**config.mk**
```make
export PLATFORM = sky130hd
export DESIGN_NAME = wb_arbiter_flat
export DESIGN_NICKNAME = d
export VERILOG_FILES = /design/src/rtl/wb_arbiter_if.sv /design/src/rtl/wb_arbiter.sv /design/src/flat_wrapper.sv
export SDC_FILE = /design/constraint.sdc
export NUM_CORES = 1
export LEC_CHECK = 0
export CAP_MARGIN = 25
export CORE_MARGIN = 4
export CORE_UTILIZATION = 30
export CTS_CLUSTER_SIZE = 25
export DETAILED_ROUTE_END_ITERATION = 10
export MAX_ROUTING_LAYER = met4
export PLACE_DENSITY_LB_ADDON = 0.15
export SETUP_SLACK_MARGIN = 0.15
export SLEW_MARGIN = 0
export SYNTH_ARGS = -nofsm -noshare
export SYNTH_HDL_FRONTEND = slang
export SYNTH_SLANG_ARGS = --single-unit
```
**constraint.sdc**
```tcl
create_clock -name clk -period 9.3 [get_ports clk]
set_input_delay 0.93 -clock clk [delete_from_list [all_inputs] [get_ports clk]]
set_output_delay 0.93 -clock clk [all_outputs]
set_load 0.1 [all_outputs]
```
**src/rtl/wb_arbiter_if.sv**
```systemverilog
// Write-back arbiter bus: ALU result port, LSU load port, register-file
// write port, hazard query port and queue occupancy.
interface wb_arbiter_if #(
   parameter int unsigned DATA_WIDTH = 64
) ();

   logic                  alu_valid;
   logic [4:0]            alu_rd;
   logic [DATA_WIDTH-1:0] alu_data;
   logic                  alu_stall;

   logic                  lsu_valid;
   logic                  lsu_ready;
   logic [4:0]            lsu_rd;
   logic [DATA_WIDTH-1:0] lsu_data;

   logic                  W_en;
   logic [4:0]            Rd;
   logic [DATA_WIDTH-1:0] Wr_data;

   logic [4:0]            chk_rs1;
   logic [4:0]            chk_rs2;
   logic                  pend1;
   logic                  pend2;

   logic [2:0]            lq_count;

   // Arbiter side
   modport slave (
      input  alu_valid, alu_rd, alu_data, lsu_valid, lsu_rd, lsu_data,
             chk_rs1, chk_rs2,
      output alu_stall, lsu_ready, W_en, Rd, Wr_data, pend1, pend2, lq_count
   );

   // Pipeline / register-file side
   modport master (
      output alu_valid, alu_rd, alu_data, lsu_valid, lsu_rd, lsu_data,
             chk_rs1, chk_rs2,
      input  alu_stall, lsu_ready, W_en, Rd, Wr_data, pend1, pend2, lq_count
   );

endinterface

```
**src/rtl/wb_arbiter.sv**
```systemverilog
// Write-back arbiter: merges ALU results and load results onto a single
// register-file write port. Losing loads wait in a small FIFO; a starving
// queue head stalls the ALU until it drains.
module wb_arbiter #(
   parameter int unsigned DATA_WIDTH   = 64,
   parameter int unsigned LQ_DEPTH     = 2,
   parameter int unsigned STARVE_LIMIT = 4
) (
   input logic         clk,
   input logic         rst_n,
   wb_arbiter_if.slave bus
);

   localparam int unsigned PW = (LQ_DEPTH > 2) ? 2 : 1;
   localparam int unsigned CW = 3;
   localparam int unsigned AW = 4;

   localparam logic [1:0] SRC_NONE = 2'd0;
   localparam logic [1:0] SRC_ALU  = 2'd1;
   localparam logic [1:0] SRC_HEAD = 2'd2;
   localparam logic [1:0] SRC_LSU  = 2'd3;

   logic [4:0]            q_rd   [LQ_DEPTH];
   logic [DATA_WIDTH-1:0] q_data [LQ_DEPTH];
   logic [PW-1:0]         rd_ptr;
   logic [PW-1:0]         wr_ptr;
   logic [CW-1:0]         count;
   logic [AW-1:0]         age;

   logic                  w_en;
   logic [4:0]            rd_q;
   logic [DATA_WIDTH-1:0] wr_data_q;

   logic                  empty_c;
   logic                  stall_c;
   logic                  ready_c;
   logic                  accept_c;
   logic                  push_c;
   logic                  pop_c;
   logic                  win_c;
   logic                  write_c;
   logic [1:0]            sel_c;
   logic [4:0]            win_rd_c;
   logic [DATA_WIDTH-1:0] win_data_c;
   logic [PW-1:0]         off_c;
   logic                  hit1_c;
   logic                  hit2_c;

   assign empty_c  = (count == '0);
   assign stall_c  = !empty_c && (age >= AW'(STARVE_LIMIT));
   assign ready_c  = (count < CW'(LQ_DEPTH));
   assign accept_c = bus.lsu_valid && ready_c;

   // Pick this cycle's winner in priority order and mux its payload
   always_comb begin
      sel_c      = SRC_NONE;
      win_rd_c   = '0;
      win_data_c = '0;
      if (stall_c)             sel_c = SRC_HEAD;
      else if (bus.alu_valid)  sel_c = SRC_ALU;
      else if (!empty_c)       sel_c = SRC_HEAD;
      else if (accept_c)       sel_c = SRC_LSU;
      case (sel_c)
         SRC_ALU: begin
            win_rd_c   = bus.alu_rd;
            win_data_c = bus.alu_data;
         end
         SRC_HEAD: begin
            win_rd_c   = q_rd[rd_ptr];
            win_data_c = q_data[rd_ptr];
         end
         SRC_LSU: begin
            win_rd_c   = bus.lsu_rd;
            win_data_c = bus.lsu_data;
         end
         default: ;
      endcase
   end

   assign win_c   = (sel_c != SRC_NONE);
   assign write_c = win_c && (win_rd_c != 5'd0);
   assign pop_c   = (sel_c == SRC_HEAD);
   assign push_c  = accept_c && (sel_c != SRC_LSU);

   // Queue pointers, occupancy and head age
   always_ff @(posedge clk or negedge rst_n) begin
      if (!rst_n) begin
         rd_ptr <= '0;
         wr_ptr <= '0;
         count  <= '0;
         age    <= '0;
      end else begin
         if (push_c) wr_ptr <= wr_ptr + PW'(1);
         if (pop_c)  rd_ptr <= rd_ptr + PW'(1);
         count <= count + CW'(push_c) - CW'(pop_c);
         if (pop_c || empty_c)   age <= '0;
         else if (age != AW'(15)) age <= age + AW'(1);
      end
   end

   // Queue storage; contents are qualified by count so need no reset
   always_ff @(posedge clk) begin
      if (push_c) begin
         q_rd[wr_ptr]   <= bus.lsu_rd;
         q_data[wr_ptr] <= bus.lsu_data;
      end
   end

   // Register-file write stage; Rd/Wr_data hold when nothing is written
   always_ff @(posedge clk or negedge rst_n) begin
      if (!rst_n) begin
         w_en      <= 1'b0;
         rd_q      <= '0;
         wr_data_q <= '0;
      end else begin
         w_en <= write_c;
         if (write_c) begin
            rd_q      <= win_rd_c;
            wr_data_q <= win_data_c;
         end
      end
   end

   // Hazard lookup across live queue entries
   always_comb begin
      off_c  = '0;
      hit1_c = 1'b0;
      hit2_c = 1'b0;
      for (int unsigned i = 0; i < LQ_DEPTH; i++) begin
         off_c = PW'(i) - rd_ptr;
         if (CW'(off_c) < count) begin
            if (q_rd[i] == bus.chk_rs1) hit1_c = 1'b1;
            if (q_rd[i] == bus.chk_rs2) hit2_c = 1'b1;
         end
      end
   end

   assign bus.pend1 = (bus.chk_rs1 != 5'd0) && (hit1_c || (w_en && (rd_q == bus.chk_rs1)));
   assign bus.pend2 = (bus.chk_rs2 != 5'd0) && (hit2_c || (w_en && (rd_q == bus.chk_rs2)));

   assign bus.alu_stall = stall_c;
   assign bus.lsu_ready = ready_c;
   assign bus.lq_count  = count;
   assign bus.W_en      = w_en;
   assign bus.Rd        = rd_q;
   assign bus.Wr_data   = wr_data_q;

endmodule

```
**src/flat_wrapper.sv**
```systemverilog
// flat-port wrapper written by rule: the top's interface ports become plain ports
module wb_arbiter_flat 
#(
   parameter int unsigned DATA_WIDTH   = 64,
   parameter int unsigned LQ_DEPTH     = 2,
   parameter int unsigned STARVE_LIMIT = 4
)
  (clk, rst_n, bus_alu_valid, bus_alu_rd, bus_alu_data, bus_lsu_valid, bus_lsu_rd, bus_lsu_data, bus_chk_rs1, bus_chk_rs2, bus_alu_stall, bus_lsu_ready, bus_W_en, bus_Rd, bus_Wr_data, bus_pend1, bus_pend2, bus_lq_count);
  wb_arbiter_if #(.DATA_WIDTH(DATA_WIDTH)) bus_i ();
  input logic clk;
  input logic rst_n;
  input wire logic [$bits(bus_i.alu_valid)-1:0] bus_alu_valid;
  input wire logic [$bits(bus_i.alu_rd)-1:0] bus_alu_rd;
  input wire logic [$bits(bus_i.alu_data)-1:0] bus_alu_data;
  input wire logic [$bits(bus_i.lsu_valid)-1:0] bus_lsu_valid;
  input wire logic [$bits(bus_i.lsu_rd)-1:0] bus_lsu_rd;
  input wire logic [$bits(bus_i.lsu_data)-1:0] bus_lsu_data;
  input wire logic [$bits(bus_i.chk_rs1)-1:0] bus_chk_rs1;
  input wire logic [$bits(bus_i.chk_rs2)-1:0] bus_chk_rs2;
  output wire logic [$bits(bus_i.alu_stall)-1:0] bus_alu_stall;
  output wire logic [$bits(bus_i.lsu_ready)-1:0] bus_lsu_ready;
  output wire logic [$bits(bus_i.W_en)-1:0] bus_W_en;
  output wire logic [$bits(bus_i.Rd)-1:0] bus_Rd;
  output wire logic [$bits(bus_i.Wr_data)-1:0] bus_Wr_data;
  output wire logic [$bits(bus_i.pend1)-1:0] bus_pend1;
  output wire logic [$bits(bus_i.pend2)-1:0] bus_pend2;
  output wire logic [$bits(bus_i.lq_count)-1:0] bus_lq_count;
  assign bus_i.alu_valid = bus_alu_valid;
  assign bus_i.alu_rd = bus_alu_rd;
  assign bus_i.alu_data = bus_alu_data;
  assign bus_i.lsu_valid = bus_lsu_valid;
  assign bus_i.lsu_rd = bus_lsu_rd;
  assign bus_i.lsu_data = bus_lsu_data;
  assign bus_i.chk_rs1 = bus_chk_rs1;
  assign bus_i.chk_rs2 = bus_chk_rs2;
  assign bus_alu_stall = bus_i.alu_stall;
  assign bus_lsu_ready = bus_i.lsu_ready;
  assign bus_W_en = bus_i.W_en;
  assign bus_Rd = bus_i.Rd;
  assign bus_Wr_data = bus_i.Wr_data;
  assign bus_pend1 = bus_i.pend1;
  assign bus_pend2 = bus_i.pend2;
  assign bus_lq_count = bus_i.lq_count;
  wb_arbiter #(.DATA_WIDTH(DATA_WIDTH), .LQ_DEPTH(LQ_DEPTH), .STARVE_LIMIT(STARVE_LIMIT)) u_core (.clk(clk), .rst_n(rst_n), .bus(bus_i));
endmodule
```
==> results.md <==
Status:
- The run finished with clean final reports.

Floorplanning:
- The die extent in y is 185 µm.
- The placeable core area is 30700 µm².
- For this configuration, the core starts out at a cell density of 30.5%.
- From left edge to right edge, the die measures 185 µm.
- The number of top-level pins is 229.
- The initialized floorplan defines 64 standard-cell rows.
- The die footprint is 34100 µm².

Power and ir drop:
- The internal portion of the total power is 2.61 mW.
- The maximum ir drop on the vdd rail is 235 µV.
- The fraction of power spent switching nets is 47.0%.
- The cell area power density is 380 nW/µm².
- The total power is 4.91 mW.
- Sequential cells burn 29.2% of the power.
- In this run the static leakage power is 5.20 nW.
- Per report_power, the clock group accounts for 20.6% of the total.
- The switching power is 2.31 mW.
- Combinational cells account for 50.1% of the total power.

Timing:
- Setup repair after global routing left no endpoint under its margin.
- The post-route worst setup slack is 4900 ps.
- Setup total negative slack on the finished layout was measured at 0 ps.
- The worst setup skew after layout is 21.4 ps.
- Headroom to the max-slew limit came out at 28.7%.
- The final worst-path cycle share is 47.3%.
- The number of pins with negative max-slew slack in the final report was 0.
- The number of failing hold endpoints at the final stage is 0.
- At the pin with the least slew margin, the transition time is 1070 ps.
- The count of endpoints failing setup in the final report is 0.
- The hold slack is 398 ps.
- The minimum period implied by the final worst setup slack is 4400 ps.
- The achievable frequency is 227 MHz.

GRT:
- The initial antenna violation count is 2.
- Entering global routing, the biggest net connects 68 pins.
- After global routing the overflow that remains totals 0.
- The global-route wire length before repair is 40000 µm.
- The number of global-route vias before repair came to 6754.
- Global routing used 15.5% of the available tracks across all layers.

Placed design:
- Summed over all nets, the half-perimeter wirelength after detailed placement is 16900 µm.
- Summing all placed instances gives a cell area of 12100 µm².
- The count of buffers added on input and output ports is 228.
- Timing analysis after detailed placement gives a worst setup slack of 4560 ps.
- The global placement routability congestion is 0.810.

Logic synthesis:
- The share of the Yosys chip area taken by registers is 65.5%.
- Synthesis inferred 217 register bits.
- The per-instance average area after synthesis is 15.1 µm².
- The synthesized netlist contains 39 unique library cells.
- The synthesized cell area is 9350 µm².
- The post-synthesis net count is 778.
- The synthesized netlist cell count is 620.
- The library cell occupying the most area in the post-synthesis netlist is edfxtp_1.
- During synthesis, Yosys emitted a total of 0 warnings.
- The share of Yosys cell area claimed by the top area cell type is 44.3%.
- Ranked by total cell area, the synthesized netlist is headed by edfxtp_1 44%, dfrtp_1 21%, mux2_2 7.8%, mux2i_1 7.3%, a222oi_1 6.9%.

Detailed routing:
- In this run, the number of DRC markers left after iteration 0 of detailed routing was 635.
- The routed layout has 6252 vias.
- The average wire per standard cell is 20.6 µm.
- The per-cell via count in the routed design is 4.95.
- The detailed-routing iteration count for the pre-antenna-repair pass is 7.
- Once detail routing completed, the nets flagged for antenna violations numbered 0.
- Summed over all layers, the routed wires come to 26000 µm.
- The total DRC errors in the routed layout is 0.

Clock network:
- The clock-pin slew of the registers on the worst-case setup and hold paths is 60 ps.
- The later-pin clock latency in the skew report is 530 ps.
- The number of levels the H-tree was split into is 1.
- The clock root buffer master is clkbuf_16.
- The setup fix buffers added after clock tree synthesis is 0.
- The total of hold buffers inserted after clock tree synthesis is 0.
- In this run the deepest clock path goes through 3 buffers.
- The number of clock buffers inserted by TritonCTS is 25.
- The number of sinks driven by the clock tree is 217.
- Post-CTS repair changed the size of 0 cells.
- TritonCTS built the clock tree.

Cells and area:
- Compared with the post-synthesis result, the final layout area differs by 38.4%.
- Cells with a size suffix above 1 make up 14.9% of the layout.
- The most common library cell in the layout ignoring fill and taps is clkdlybuf4s50_1.
- With fillers left out, the area of the finished cells amounts to 12900 µm².
- In the layout the commonest cells are 227 x clkdlybuf4s50_1, 138 x edfxtp_1, 78 x dfrtp_1.
- For this run, the post-layout net count is 1005.

Setup path:
- The worst setup path is of the primary input to output pin kind.
- Walking the worst path, the cells encountered are clkdlybuf4s50_1, xnor2_1, nand3_1, or4_1, a21oi_1, clkdlybuf4s50_1.
- Data arrives at the worst endpoint at 3470 ps.
- STA classifies the critical path startpoint as a primary input.
- STA classifies the critical path endpoint as an output pin.
- The category of cells accounting for the largest share of critical-path delay is buffers and inverters.
- The maximum fanout along the worst path is 4.
- For this run, the slowest stage of the critical path takes 1150 ps.
- Across all register-to-register paths, the minimum setup slack is 5010 ps.
- Together, buffers and inverters on the worst path number 2.
- The number of cells on the worst reg-to-reg path is 8.
- Counting stages on the worst path, the most repeated cell is clkdlybuf4s50_1.
- Counting buffers and inverters, the worst setup path is 6 cells deep.
- The data required time of the critical path is 8370 ps.
- For this design, the slowest cell found on the critical path is clkdlybuf4s50_1.

Min path:
- The tightest min-delay check is of the primary input to async pin type.

Flow run:
- Max-cap violations in this run came to 0.
[flip-flops by register name, indices dropped and copies added (netlist names)]
signal,flops
u_core.age,4
u_core.bus.Rd,5
u_core.bus.W_en,1
u_core.bus.Wr_data,64
u_core.bus.lq_count,3
u_core.q_data,128
u_core.q_rd,10
u_core.rd_ptr,1
u_core.wr_ptr,1
[cells by family after synthesis]
| kind of cell | share of synthesized area (%) |
|---|---|
| DFF | 65.5 |
| adders and majority gates | 0.883 |
| and+or+nand+nor | 2.49 |
| AOI/OAI and AO/OA | 8.26 |
| buffers and inverters | 4.68 |
| muxes | 15.1 |
| xor gates and xnor gates | 3.09 |
| other | 0.0401 |
[cells in the mapped netlist (all sizes together)]
library cell and count:
buf 14, nor3 9, xnor2 13, a41o 2, o21ai 2, o21a 1
and2 3, xor2 20, a22o 1, a22oi 1, a21oi 2, conb 1
a31oi 2, nor2 9, nand4 2, nor4 3, clkbuf 23, mux2 65
dfrtp 79, ha 5, nor3b 1, or4 4, a222oi 64, and3 1
a221o 4, nand3 3, inv 72, o21bai 2, fa 1, mux2i 68
nand2 5, edfxtp 138
[final cells by class]
| type | count | area [µm²] |
|---|---|---|
| Antenna cell | 3 | 7.51 |
| Timing Repair Buffer | 237 | 2370 |
| Clock inverter | 11 | 138 |
| Fill cell | 2835 | 17700 |
| Sequential cell | 217 | 6120 |
| Inverter | 72 | 270 |
| Clock buffer | 34 | 719 |
| Multi-Input combinational cell | 294 | 2820 |
| Tap cell | 396 | 495 |
[power groups by stage]
stage	combinational [mW]	sequential [mW]	clock, mW
4_1_cts	2.49	1.44	1.05
6_report	2.46	1.44	1.01
2_1_floorplan	0.693	2.58	0
3_5_place_dp	2.49	1.45	0
3_3_place_gp	2.48	1.46	0
5_1_grt	2.59	1.47	1.09
[per-stage QoR]
| stage | std cells | utilization, % |
|---|---|---|
| 3_3_place_gp | 1215 | 39.3 |
| 5_1_grt | 1263 | 42.2 |
| 4_1_cts | 1261 | 42.2 |
| 2_1_floorplan | 620 | - |
| 3_5_place_dp | 1216 | 39.4 |
| 6_report | 1264 | 42.2 |
[layer usage]
| metal | track usage [%] | wire (µm) |
|---|---|---|
| met2 | 24.9 | 12400 |
| met4 | 3.73 | 524 |
| met3 | 2.96 | 1770 |
| met5 | - | 0 |
| met1 | 20.5 | 11300 |
[worst reg2reg max path, cell delays in order, from the launching register on]
cell and delay, ps:
dfrtp_1 430, nor3_2 550, o21a_2 770, buf_4 580
nand2_1 140, a22o_1 260, nand3_4 470, buf_4 680
mux2i_1 330
[worst paths after layout]
| path | endpoint | startpoint |
|---|---|---|
| max | bus_pend2 | bus_chk_rs2[0] |
| min | u_core.bus.Wr_data[17] | rst_n |
| max reg2reg | u_core.bus.Wr_data[31] | u_core.bus.lq_count[1] |
| min reg2reg | u_core.age[0] | u_core.age[0] |
| max in group asynchronous | u_core.rd_ptr | rst_n |
| min in group clk | u_core.age[0] | u_core.age[0] |
No activity file was read; power rests on OpenSTA's default activity.
